### src/rtl/ram_loader_pkg.sv
// Shared definitions for the RAM byte loader: FSM encoding and byte/word sizing.
package ram_loader_pkg;

  localparam int BYTE_W = 8;

  typedef enum logic [1:0] {
    IDLE    = 2'd0,
    COLLECT = 2'd1,
    WRITE   = 2'd2,
    DONE    = 2'd3
  } state_t;

  function automatic int bytes_per_word(input int data_width);
    return data_width / BYTE_W;
  endfunction

endpackage

### src/rtl/ram_loader_word_packer.sv
// Assembles a word from a byte stream, LSB byte first, via a right-shifting register.
module ram_loader_word_packer
  import ram_loader_pkg::*;
#(
  parameter int DATA_WIDTH = 16
) (
  input  logic                  clk,
  input  logic                  rst_n,
  input  logic                  accept,
  input  logic                  clear,
  input  logic [BYTE_W-1:0]     byte_in,
  output logic [DATA_WIDTH-1:0] word_next,
  output logic                  word_ready
);

  localparam int BPW   = bytes_per_word(DATA_WIDTH);
  localparam int CNT_W = (BPW > 1) ? $clog2(BPW) : 1;

  logic [CNT_W-1:0]      byte_cnt;
  logic [DATA_WIDTH-1:0] word_q;

  // New bytes enter at the top, so after BPW shifts byte 0 sits in the LSBs.
  generate
    if (BPW == 1) begin : g_single
      always_comb begin
        word_next = word_q;
        if (accept) word_next = byte_in;
      end
    end else begin : g_multi
      always_comb begin
        word_next = word_q;
        if (accept) word_next = {byte_in, word_q[DATA_WIDTH-1:BYTE_W]};
      end
    end
  endgenerate

  assign word_ready = accept && (byte_cnt == CNT_W'(BPW - 1));

  always_ff @(posedge clk or negedge rst_n) begin
    if (!rst_n) begin
      byte_cnt <= '0;
      word_q   <= '0;
    end else if (clear) begin
      byte_cnt <= '0;
      word_q   <= '0;
    end else if (accept) begin
      byte_cnt <= word_ready ? '0 : byte_cnt + CNT_W'(1);
      word_q   <= word_next;
    end
  end

endmodule

### src/rtl/ram_byte_loader.sv
// Byte-stream to RAM write-port loader with range checking and status outputs.
// Optional running word checksum on oChecksum when RAM_LOADER_CHECKSUM_EN is defined.
module ram_byte_loader
  import ram_loader_pkg::*;
#(
  parameter int DATA_WIDTH = 16,
  parameter int ADDR_WIDTH = 8,
  parameter int MEM_SIZE   = 8
) (
  input  logic                  Clock,
  input  logic                  Reset,
  input  logic                  iStart,
  input  logic                  iAbort,
  input  logic [ADDR_WIDTH-1:0] iBaseAddress,
  input  logic [ADDR_WIDTH-1:0] iWordCount,
  input  logic                  iByteValid,
  input  logic [BYTE_W-1:0]     iByte,
  output logic                  oByteReady,
  output logic                  oWriteEnable,
  output logic [ADDR_WIDTH-1:0] oWriteAddress,
  output logic [DATA_WIDTH-1:0] oDataOut,
  output logic                  oBusy,
  output logic                  oDone,
  output logic                  oError,
  output logic [DATA_WIDTH-1:0] oChecksum
);

  localparam int AW1 = ADDR_WIDTH + 1;

  state_t                state, state_nxt;
  logic [ADDR_WIDTH-1:0] addr, remaining;
  logic [AW1-1:0]        last_addr;
  logic                  range_err, start_ok, accept, word_ready;
  logic [DATA_WIDTH-1:0] word_next;

  // Extra bit keeps base+count-1 from wrapping back into range.
  assign last_addr = {1'b0, iBaseAddress} + {1'b0, iWordCount} - AW1'(1);
  assign range_err = last_addr > AW1'(MEM_SIZE);
  assign start_ok  = (state == IDLE) && iStart && !iAbort;
  assign accept    = (state == COLLECT) && oByteReady && iByteValid && !iAbort;

  ram_loader_word_packer #(
    .DATA_WIDTH(DATA_WIDTH)
  ) u_packer (
    .clk       (Clock),
    .rst_n     (Reset),
    .accept    (accept),
    .clear     (start_ok || iAbort),
    .byte_in   (iByte),
    .word_next (word_next),
    .word_ready(word_ready)
  );

  always_ff @(posedge Clock or negedge Reset) begin
    if (!Reset) state <= IDLE;
    else        state <= state_nxt;
  end

  always_comb begin
    state_nxt = state;
    case (state)
      IDLE: begin
        if (start_ok) begin
          if (iWordCount == '0 || range_err) state_nxt = DONE;
          else                               state_nxt = COLLECT;
        end
      end
      COLLECT: begin
        if (iAbort)          state_nxt = IDLE;
        else if (word_ready) state_nxt = WRITE;
      end
      WRITE: begin
        if (iAbort)                              state_nxt = IDLE;
        else if (remaining == ADDR_WIDTH'(1))    state_nxt = DONE;
        else                                     state_nxt = COLLECT;
      end
      DONE:    state_nxt = IDLE;
      default: state_nxt = IDLE;
    endcase
  end

  // Outputs are registered from the next state so they line up with the state they describe.
  always_ff @(posedge Clock or negedge Reset) begin
    if (!Reset) begin
      oByteReady    <= 1'b0;
      oWriteEnable  <= 1'b0;
      oWriteAddress <= '0;
      oDataOut      <= '0;
      oBusy         <= 1'b0;
      oDone         <= 1'b0;
      oError        <= 1'b0;
      addr          <= '0;
      remaining     <= '0;
    end else begin
      oByteReady   <= (state_nxt == COLLECT);
      oWriteEnable <= (state_nxt == WRITE);
      oBusy        <= (state_nxt != IDLE);
      oDone        <= (state_nxt == DONE);
      if (start_ok) begin
        addr      <= iBaseAddress;
        remaining <= iWordCount;
        oError    <= (iWordCount != '0) && range_err;
      end
      if (state_nxt == WRITE) begin
        oWriteAddress <= addr;
        oDataOut      <= word_next;
      end
      if (state == WRITE) begin
        addr      <= addr + ADDR_WIDTH'(1);
        remaining <= remaining - ADDR_WIDTH'(1);
      end
    end
  end

`ifdef RAM_LOADER_CHECKSUM_EN
  logic [DATA_WIDTH-1:0] checksum;

  always_ff @(posedge Clock or negedge Reset) begin
    if (!Reset)                  checksum <= '0;
    else if (start_ok)           checksum <= '0;
    else if (state_nxt == WRITE) checksum <= checksum + word_next;
  end

  assign oChecksum = checksum;
`else
  assign oChecksum = '0;
`endif

endmodule

### config.mk
export PLATFORM = sky130hd
export DESIGN_NAME = ram_byte_loader
export DESIGN_NICKNAME = d
export VERILOG_FILES = /design/src/rtl/ram_loader_pkg.sv /design/src/rtl/ram_loader_word_packer.sv /design/src/rtl/ram_byte_loader.sv
export SDC_FILE = /design/constraint.sdc
export NUM_CORES = 1
export LEC_CHECK = 0
export ABC_AREA = 0
export CAP_MARGIN = 0
export CORE_UTILIZATION = 45
export CTS_CLUSTER_SIZE = 8
export DETAILED_ROUTE_END_ITERATION = 10
export DONT_BUFFER_PORTS = 1
export PLACE_DENSITY = 0.64
export SLEW_MARGIN = 30
export SYNTH_ARGS = -nofsm -noshare
export SYNTH_HDL_FRONTEND = slang
export SYNTH_HIERARCHICAL = 1
export SYNTH_SLANG_ARGS = --single-unit
### constraint.sdc
create_clock -name Clock -period 7.05 [get_ports Clock]
set_input_delay 0.3525 -clock Clock [delete_from_list [all_inputs] [get_ports Clock]]
set_output_delay 0.3525 -clock Clock [all_outputs]
set_load 0.01 [all_outputs]
==> impl_metrics.toml, run 1 <==
[status]
status = "finished clean"

[cells_and_area]
layout-drive-gt1-share_pct = 18.5
seqCellArea_um2 = 1600
fill_cells = 697
area_delta_synth_final_pct = 7.69
multi_input_area_um2 = 1730
layout.nets = 394

[critical_path]
worst_path_max_delay_cell = "and4_1"
slowest_delay_ps = 820
cp-start-kind = "flip-flop"
critical-path-top-delay-family = "simple AND/OR/NAND/NOR gates"
path_buf_inv = 1
endpoint_kind = "flip-flop"
worstSetupPathType = "reg2reg"
crit_path_start = "state[1]"
path_cells = "nor2_1 > and4_1 > and2_1 > nor4bb_4 > buf_4 > mux2_2"
worst-endpoint-required_ps = 7280
r2r-start = "state[1]"
path_max_fanout = 18
cp.arrival_ps = 3550

[drt]
vias_per_cell = 5.33
vias = 2420
wl_per_cell_um = 15.2
drc_errors = 0
drtAntennaViolNets = 0
drt_iter0_drc = 137
wl_mm = 6.91
firstDrtPassIters = 4

[cts]
h-tree-depth = 3
cts_buffers = 9
cts_tree = "yes"
root_buffer = "clkbuf_8"
clk_latency_ps = 350
cts_max_path_buffers = 2
postCtsResizedCells = 0
cts.sinks = 64
clk_pin_slew_ps = 70

[die]
die_w_um = 91.6
start_util_pct = 46.7
core_area_um2 = 7730
die_area_um2 = 8390
die_h_um = 91.6
ioPinCount = 74
rows = 32

[synth]
synthArstFlopShare_pct = 100
ys_ff_latch = 64
yosys_most_used_dff = "dfrtp_1"
yosys_warnings = 6
synthCells = 346
synth-edff-count = 0
ys_types = 55
syn_area_um2 = 3610
synth_seq_area_share_pct = 44.4
syn_avg_cell_area_um2 = 10.4

[sta]
tightest_slew_ps = 1000
post-route-period-util_pct = 47.2
slew_headroom_pct = 32.9
setup_viol = 0
hold_violations = 0
fmax_mhz = 300
final.setup.tns_ps = 0
min_period_ps = 3330
rsz0062_at_grt = "no"
maxSlewViolCount = 0
fin_skew_ps = 6.83

[pwr]
power.leakage_nw = 1.85
total_power_uw = 969
cellPowerDensity_nw_per_um2 = 249
irDropWorstVdd_v = 0.000180

[grt]
grt_usage_pct = 18.3
grt_start_max_net_pins = 65
grt_pass1_wl_mm = 11.7
grt_pass1_vias = 2409
grt_antenna_before_repair = 0
overflow = 0

[min_path]
hp-start = "iAbort"
hp-class = "in2reg"

[run]
max_cap_viol_count = 0

[placement]
portBuffers = 0
gp_congestion = 0.862
dpl.hpwl_mm = 5.00
timing repair:
item | 4_1_cts | 5_1_grt
hold endpoints to repair | 64 | 0
setup buffers | 0 | 0
hold buffers | 2 | 0
power by group:
part / leakage, nW / total [mW] / internal [mW] / switching, mW
Combinational: 0.894 / 0.156 / 0.0622 / 0.0936
Clock: 0.118 / 0.378 / 0.236 / 0.142
Sequential: 0.843 / 0.435 / 0.398 / 0.0366
Total: 1.85 / 0.969 / 0.696 / 0.272
synthesized netlist by cell type, types with 2 or more instances:
master	number	area, um^2
a21boi_0	4	30.0
a21oi_1	11	55.1
a21oi_2	2	17.5
a221oi_1	2	17.5
a311oi_1	2	17.5
and2_1	2	12.5
buf_2	6	30.0
buf_4	18	135
buf_6	3	33.8
clkbuf_1	2	7.51
dfrtp_1	64	1600
ha_1	18	225
inv_1	39	146
mux2_2	32	360
mux2_4	8	120
nand2_1	19	71.3
nand2b_1	3	18.8
nand3_1	9	45.0
nand3b_1	2	15.0
nand4_1	3	18.8
nor2_1	20	75.1
nor2b_1	17	106
nor3_1	4	20.0
nor3b_1	4	30.0
nor4_1	4	25.0
o211ai_1	3	22.5
o21ai_0	12	60.1
o22ai_1	2	12.5
o32ai_1	4	35.0
xnor2_1	2	17.5
worst paths after layout:
path | endpoint | slack, ps | depth (start not counted)
setup / recovery | oDataOut[14] | 3720 | 6
hold / removal | state[0] | 130 | 1
setup reg to reg | oDataOut[14] | 3720 | 6
hold reg to reg | addr[7] | 540 | 2
max in group asynchronous | addr[6] | 6240 | 2
min in group asynchronous | u_packer/word_q[8] | 530 | 2
area by class of cell:
cell class	instances	share of cell area, %
Clock buffer	11	3.38
Multi-Input combinational cell	229	44.5
Tap cell	102	3.28
Antenna cell	1	0.0644
Clock inverter	5	2.67
Sequential cell	64	41.2
Timing Repair Buffer	3	1.16
Inverter	39	3.76
per-layer routing:
metal / vias up / global-route usage [%] / share of wire (%)
met3: 14 / 8.88 / 8.7
li1: 1170 / - / -
met1: 1162 / 22.7 / 45
met5: - / 0 / 0
met4: 0 / 7.28 / 1.6
met2: 74 / 27.2 / 45
placed cells by master, fill, tap and decap left out, types with 4 or more instances in the layout:
| cell | Yosys | layout |
|---|---|---|
| mux2_4 | 8 | 8 |
| nand2_1 | 19 | 19 |
| inv_1 | 39 | 39 |
| o21ai_0 | 12 | 12 |
| nor3b_1 | 4 | 4 |
| conb_1 | 1 | 16 |
| nand3_1 | 9 | 9 |
| nor2_1 | 20 | 20 |
| mux2_2 | 32 | 32 |
| o32ai_1 | 4 | 4 |
| clkbuf_8 | 0 | 9 |
| a21boi_0 | 4 | 4 |
| a21oi_1 | 11 | 11 |
| nor4_1 | 4 | 4 |
| ha_1 | 18 | 18 |
| nor3_1 | 4 | 4 |
| nor2b_1 | 17 | 16 |
| dfrtp_1 | 64 | 64 |
cells by family after synthesis:
logic type,Yosys count,synth area share [%]
buffers and inverters,68,9.77
AOI/OAI and AO/OA,55,10.5
other,1,0.104
and+or+nand+nor,96,14.4
muxes,41,13.6
DFF,64,44.4
adders and majority gates,19,6.79
xor gates and xnor gates,2,0.485
state kept, by name, summed over array words and instances (netlist names), 2 cells and up:
register,count
state,2
oDataOut,16
oWriteAddress,8
remaining,8
addr,8
u_packer/word_q,16
stage by stage:
step	util [%]	instance area, um^2	worst slack (ps)	cells	hold slack (ps)
after CTS	50.3	3880	3690	453	113
final	50.3	3890	3720	454	132
after floorplan	-	3670	4740	361	56.9
after detailed placement	46.7	3610	3690	435	58.1
after global routing	50.3	3890	3470	453	116
after global placement	46.7	3610	3830	435	58.5
(Power assumes the default switching activity.)
==> run 2, diff against run 1 <==
clock period = 3.1 ns   (was 7.05 ns; I/O delays follow)
==> run 2 against run 1 <==
  * Register-to-register slack worse by 2900 ps
  * Hold slack worse by 120 ps
  * Count of clock-buffer cells in the layout is 1 lower
  * Global-route usage is 0.12 points higher
  * Utilization is 0.60 points higher
  * Clock power is 90% higher
  * Sequential power is 130% higher
  * Cell count is 1.8% higher
  * First-iteration DRC count is 30% lower
  * Non-clock buffer count is 9 higher
  * Flip-flop and latch count stayed put
  * Clock skew hardly changed
  * Critical path type unchanged
  * Critical endpoint is now oDone
==> impl_metrics.toml, run 2 (synthesis gave the netlist of run 1 again) <==
[sta]
fin_skew_ps = 6.77
setup_viol = 0
fmax_mhz = 440
worst_slack_ps = 825
whs_ps = 9.01
slew_headroom_pct = 41.7
final.setup.tns_ps = 0
min_period_ps = 2270
post-route-period-util_pct = 73.4
maxSlewViolCount = 0
hold_violations = 0
rsz0062_at_grt = "no"
tightest_slew_ps = 872

[die]
core_area_um2 = 7730
ioPinCount = 74
die_area_um2 = 8390
start_util_pct = 46.7
die_w_um = 91.6
die_h_um = 91.6
rows = 32

[grt]
overflow = 0
grt_pass1_vias = 2414
grt_usage_pct = 18.4
grt_antenna_before_repair = 0
grt_start_max_net_pins = 65
grt_pass1_wl_mm = 11.9

[drt]
drc_errors = 0
wl_mm = 7.01
firstDrtPassIters = 4
vias_per_cell = 5.31
vias = 2452
wl_per_cell_um = 15.2
drt_iter0_drc = 96
drtAntennaViolNets = 0

[placement]
portBuffers = 0
dpl.hpwl_mm = 4.94
placed_area_um2 = 3630
placed_cells = 438
dp_slack_ps = 824
gp_congestion = 0.831

[cts]
cts_buffers = 9
h-tree-depth = 3
clk_latency_ps = 330
cts.sinks = 64
cts_tree = "yes"
cts_max_path_buffers = 2
post_cts_buffers = 0
clk_pin_slew_ps = 70
root_buffer = "clkbuf_8"
postCtsResizedCells = 0

[cells_and_area]
layout-drive-gt1-share_pct = 19.2
largestRegisters = "oDataOut (16), u_packer/word_q (16)"
antennaDiodeCount = 0
area_delta_synth_final_pct = 8.97
fin_util_pct = 50.9
final_area_um2 = 3940
fin_cells = 462
final_cell_mix = "dfrtp_1, inv_1, mux2_2"
layout.nets = 403
final_common_cell = "dfrtp_1"

[min_path]
hp-class = "in2reg"
min_to = "addr[6]"
hp-start = "iBaseAddress[6]"
hold_path_depth = 2

[critical_path]
reg2reg_to = "oDone"
worst-endpoint-required_ps = 3350
worstSetupPathType = "reg2reg"
path_max_fanout = 26
r2r_cells = 8
ff2ff_setup_slack_ps = 830
endpoint_kind = "flip-flop"
r2r-start = "state[1]"
cp.arrival_ps = 2520
cp-start-kind = "flip-flop"

[status]
status = "finished clean"

[pwr]
power.leakage_nw = 1.87
total_power_mw = 2.07
cellPowerDensity_nw_per_um2 = 527
irDropWorstVdd_v = 0.000405

[run]
max_cap_viol_count = 0
## run 2: layout make-up
| type | count | area (um^2) |
|---|---|---|
| flip-flops and latches | 64 | 1600 |
| clock buffers | 10 | 138 |
| repair buffers | 12 | 128 |
| clock inverters | 6 | 66.3 |
| well taps | 102 | 128 |
| multi-input cells | 229 | 1730 |
| inverters | 39 | 146 |
| fillers | 708 | 3790 |
## run 2: how the worst max path moves through the flow
stage,from,to,slack (ps),cells after the start
3_3_place_gp,state[1],state[1],940,8
6_report,state[1],oDone,830,8
2_1_floorplan,state[1],oDataOut[10],790,10
5_1_grt,state[1],oDone,600,8
4_1_cts,state[1],oDone,810,8
3_5_place_dp,iBaseAddress[1],oDone,820,11
## run 2: routing by layer
layer | global-route usage (%) | wire [um]
met5 | 0 | 0
met3 | 8.04 | 512
met4 | 4.37 | 49
met2 | 27.6 | 3150
met1 | 24.5 | 3300
## run 2: critical path, stage by stage (launching register included)
cell	delay (ps)
dfrtp_1	490
nor2_1	170
and4_1	220
and2_1	140
nor4bb_4	270
buf_4	370
a31oi_1	150
and2_1	230
a21oi_1	150
## run 2: power breakdown
| part | internal (mW) | leakage [nW] | total, mW | switching [mW] |
|---|---|---|---|---|
| registers | 0.906 | 0.843 | 0.989 | 0.0835 |
| clock network | 0.394 | 0.0949 | 0.720 | 0.326 |
| logic | 0.149 | 0.934 | 0.364 | 0.215 |
## run 2: repair_timing
action,CTS,global route
endpoints found under the hold margin,70,0
hold buffers,8,0
endpoints found under the setup margin,0,0
==> run 3, diff against run 2 <==
ABC_AREA = 1   (was 0)
clock period = 2.1 ns   (was 3.1 ns; I/O delays follow)
==> run 3 against run 2 <==
  * The run now ends with DRC left
  * Sequential power is 56% higher
  * Cell count is 36% higher
  * Power is 66% higher
  * Non-clock buffer count is 8 higher
  * Combinational power is 130% higher
  * Critical endpoint is now oByteReady
  * Largest cell class unchanged
  * Highest routed layer unchanged
==> impl_metrics.toml, run 3 <==
[status]
status = "finished with violations"
violations = "DRC"

[critical_path]
endpoint_kind = "flip-flop"
path_buf_inv = 3
worstSetupPathType = "in2reg"
cp-start-kind = "input port"
path_cells = "dlygate4sd3_1 > inv_2 > ha_1 > inv_1 > ha_4 > nand3_1 > nand3_1 > nand3_1 > nor2_2 > nand2_1 > nor2_2 > nand4_1 > nand2_2 > nand2_2 > nor2_2"
ff2ff_setup_slack_ps = 330
r2r_cells = 7
reg2reg_to = "remaining[1]"
worst_path_max_delay_cell = "dlygate4sd3_1"
critical-path-top-delay-family = "simple AND/OR/NAND/NOR gates"
worst-endpoint-required_ps = 2370
cp.arrival_ps = 2240
crit_path_start = "iWordCount[3]"
r2r-start = "state[1]"
path_max_fanout = 6
slowest_delay_ps = 550

[cells_and_area]
layout-drive-gt1-share_pct = 14.1
layout.nets = 568
final_area_um2 = 4240
fin_cells = 630
final_cell_mix = "nand2_1, inv_1, dfrtp_1"
antennaDiodeCount = 0
area_delta_synth_final_pct = 11.4
final_common_cell = "nand2_1"
largestRegisters = "oDataOut (16), u_packer/word_q (16)"

[grt]
grt_pass1_wl_mm = 13.3
grt_antenna_before_repair = 0
grt_usage_pct = 19.6
grt_start_max_net_pins = 65
grt_pass1_vias = 2882
overflow = 0

[sta]
fmax_mhz = 508
hold_violations = 0
fin_skew_ps = 9.19
min_period_ps = 1970
post-route-period-util_pct = 93.8
slew_headroom_pct = 66.5
whs_ps = 24.5
tightest_slew_ps = 499
maxSlewViolCount = 0
setup_viol = 0
worst_slack_ps = 130

[drt]
wl_per_cell_um = 12.3
vias_per_cell = 4.82
wl_mm = 7.76
drtAntennaViolNets = 0
vias = 3035
drc_errors = 2
drt_iter0_drc = 134
firstDrtPassIters = 9

[cts]
cts.sinks = 64
cts_tree = "yes"
cts_buffers = 9
clk_pin_slew_ps = 70
clk_latency_ps = 330
h-tree-depth = 3
cts_max_path_buffers = 2
root_buffer = "clkbuf_8"

[synth]
synth_seq_area_share_pct = 42.1
syn_area_um2 = 3810
ys_ff_latch = 64
ys_types = 35
synthArstFlopShare_pct = 100
yosysMostFrequentCell = "nand2_1"
synth-edff-count = 0
netlist_top_cells_area = "dfrtp_1, nand2_1, inv_1"
synth_top_area_share_pct = 42.1
synthCells = 504
yosys_most_used_dff = "dfrtp_1"
yosys_warnings = 6
yosys.area.top_type = "dfrtp_1"
syn_avg_cell_area_um2 = 7.55
synth_common_cells = "nand2_1, inv_1, dfrtp_1, nand2_2"

[die]
ioPinCount = 74
die_area_um2 = 8830
die_h_um = 94.0
die_w_um = 94.0
rows = 33
start_util_pct = 46.3
core_area_um2 = 8220

[min_path]
min_to = "remaining[4]"
hp-class = "in2reg"
hold_path_depth = 2
hp-start = "iWordCount[4]"

[placement]
portBuffers = 0
dp_slack_ps = -24.0
gp_congestion = 0.802
placed_area_um2 = 3820
placed_cells = 598
dpl.hpwl_mm = 5.44

[pwr]
irDropWorstVdd_v = 0.000403
cellPowerDensity_nw_per_um2 = 812
power.leakage_nw = 2.40

[run]
max_cap_viol_count = 0
[run 3: worst max path at each step]
stage | end | slack (ps) | cells past startpoint
after global placement | oDone | 40 | 16
final | oByteReady | 130 | 15
after floorplan | oDone | 160 | 16
after detailed placement | oByteReady | -20 | 17
after global routing | oByteReady | -5 | 17
after CTS | oByteReady | 80 | 14
[run 3: routing by layer]
metal  share of wire [%]  global-route usage, %  vias to the layer above  wire length, um
met2                  44                   29.3                       73             3410
met1                  49                   27.1                     1420             3800
met5                   0                      0                        -                0
li1                    -                      -                     1531                -
met3                 5.2                   4.94                       11              404
met4                 1.8                   7.56                        0              140
[run 3: report_power, final]
part,leakage (nW),internal [mW],switching (mW),total [mW]
logic,1.44,0.316,0.539,0.855
clock network,0.106,0.574,0.479,1.05
registers,0.855,1.40,0.136,1.54
total,2.40,2.29,1.15,3.44
[run 3: cell families (layout without fill, tap and decap cells)]
logic type                 after synthesis  in the layout  share of synthesized area, %
and+or+nand+nor                        230            230                          27.0
buffers and inverters                  138            144                          16.0
DFF                                     64             64                          42.1
AOI/OAI and AO/OA                       49             49                          7.66
adders and majority gates               19             19                          6.44
xor gates and xnor gates                 3              3                         0.690
other                                    1             16                        0.0985
[run 3: through the flow]
stage	TNS, ps	util (%)	total power [mW]
finish	0	51.6	3.44
global route	-4.91	51.6	3.69
CTS	0	51.0	3.44
detailed placement	-43.7	46.5	2.32
global placement	0	46.5	2.30
floorplan	0	-	2.18
[run 3: timing repair]
| item | CTS | global route |
|---|---|---|
| setup buffers | 0 | 1 |
| endpoints found under the setup margin | 0 | 4 |
| hold endpoints to repair | 77 | 0 |
| gates resized for setup | 0 | 9 |
| hold buffers | 15 | 0 |
[run 3: layout make-up]
| type | instances | area [um^2] |
|---|---|---|
| Fill cell | 824 | 3970 |
| Sequential cell | 64 | 1600 |
| Multi-Input combinational cell | 317 | 1700 |
| Clock inverter | 6 | 58.8 |
| Tap cell | 105 | 131 |
| Clock buffer | 10 | 138 |
| Inverter | 108 | 408 |
| Timing Repair Buffer | 20 | 208 |
[run 3: worst reg2reg max path, delay by kind of cell, from the launching register on]
kind	cells	cell delay, ps
DFF	1	400
buffers and inverters	2	320
and+or+nand+nor	4	700
AOI/OAI and AO/OA	1	260
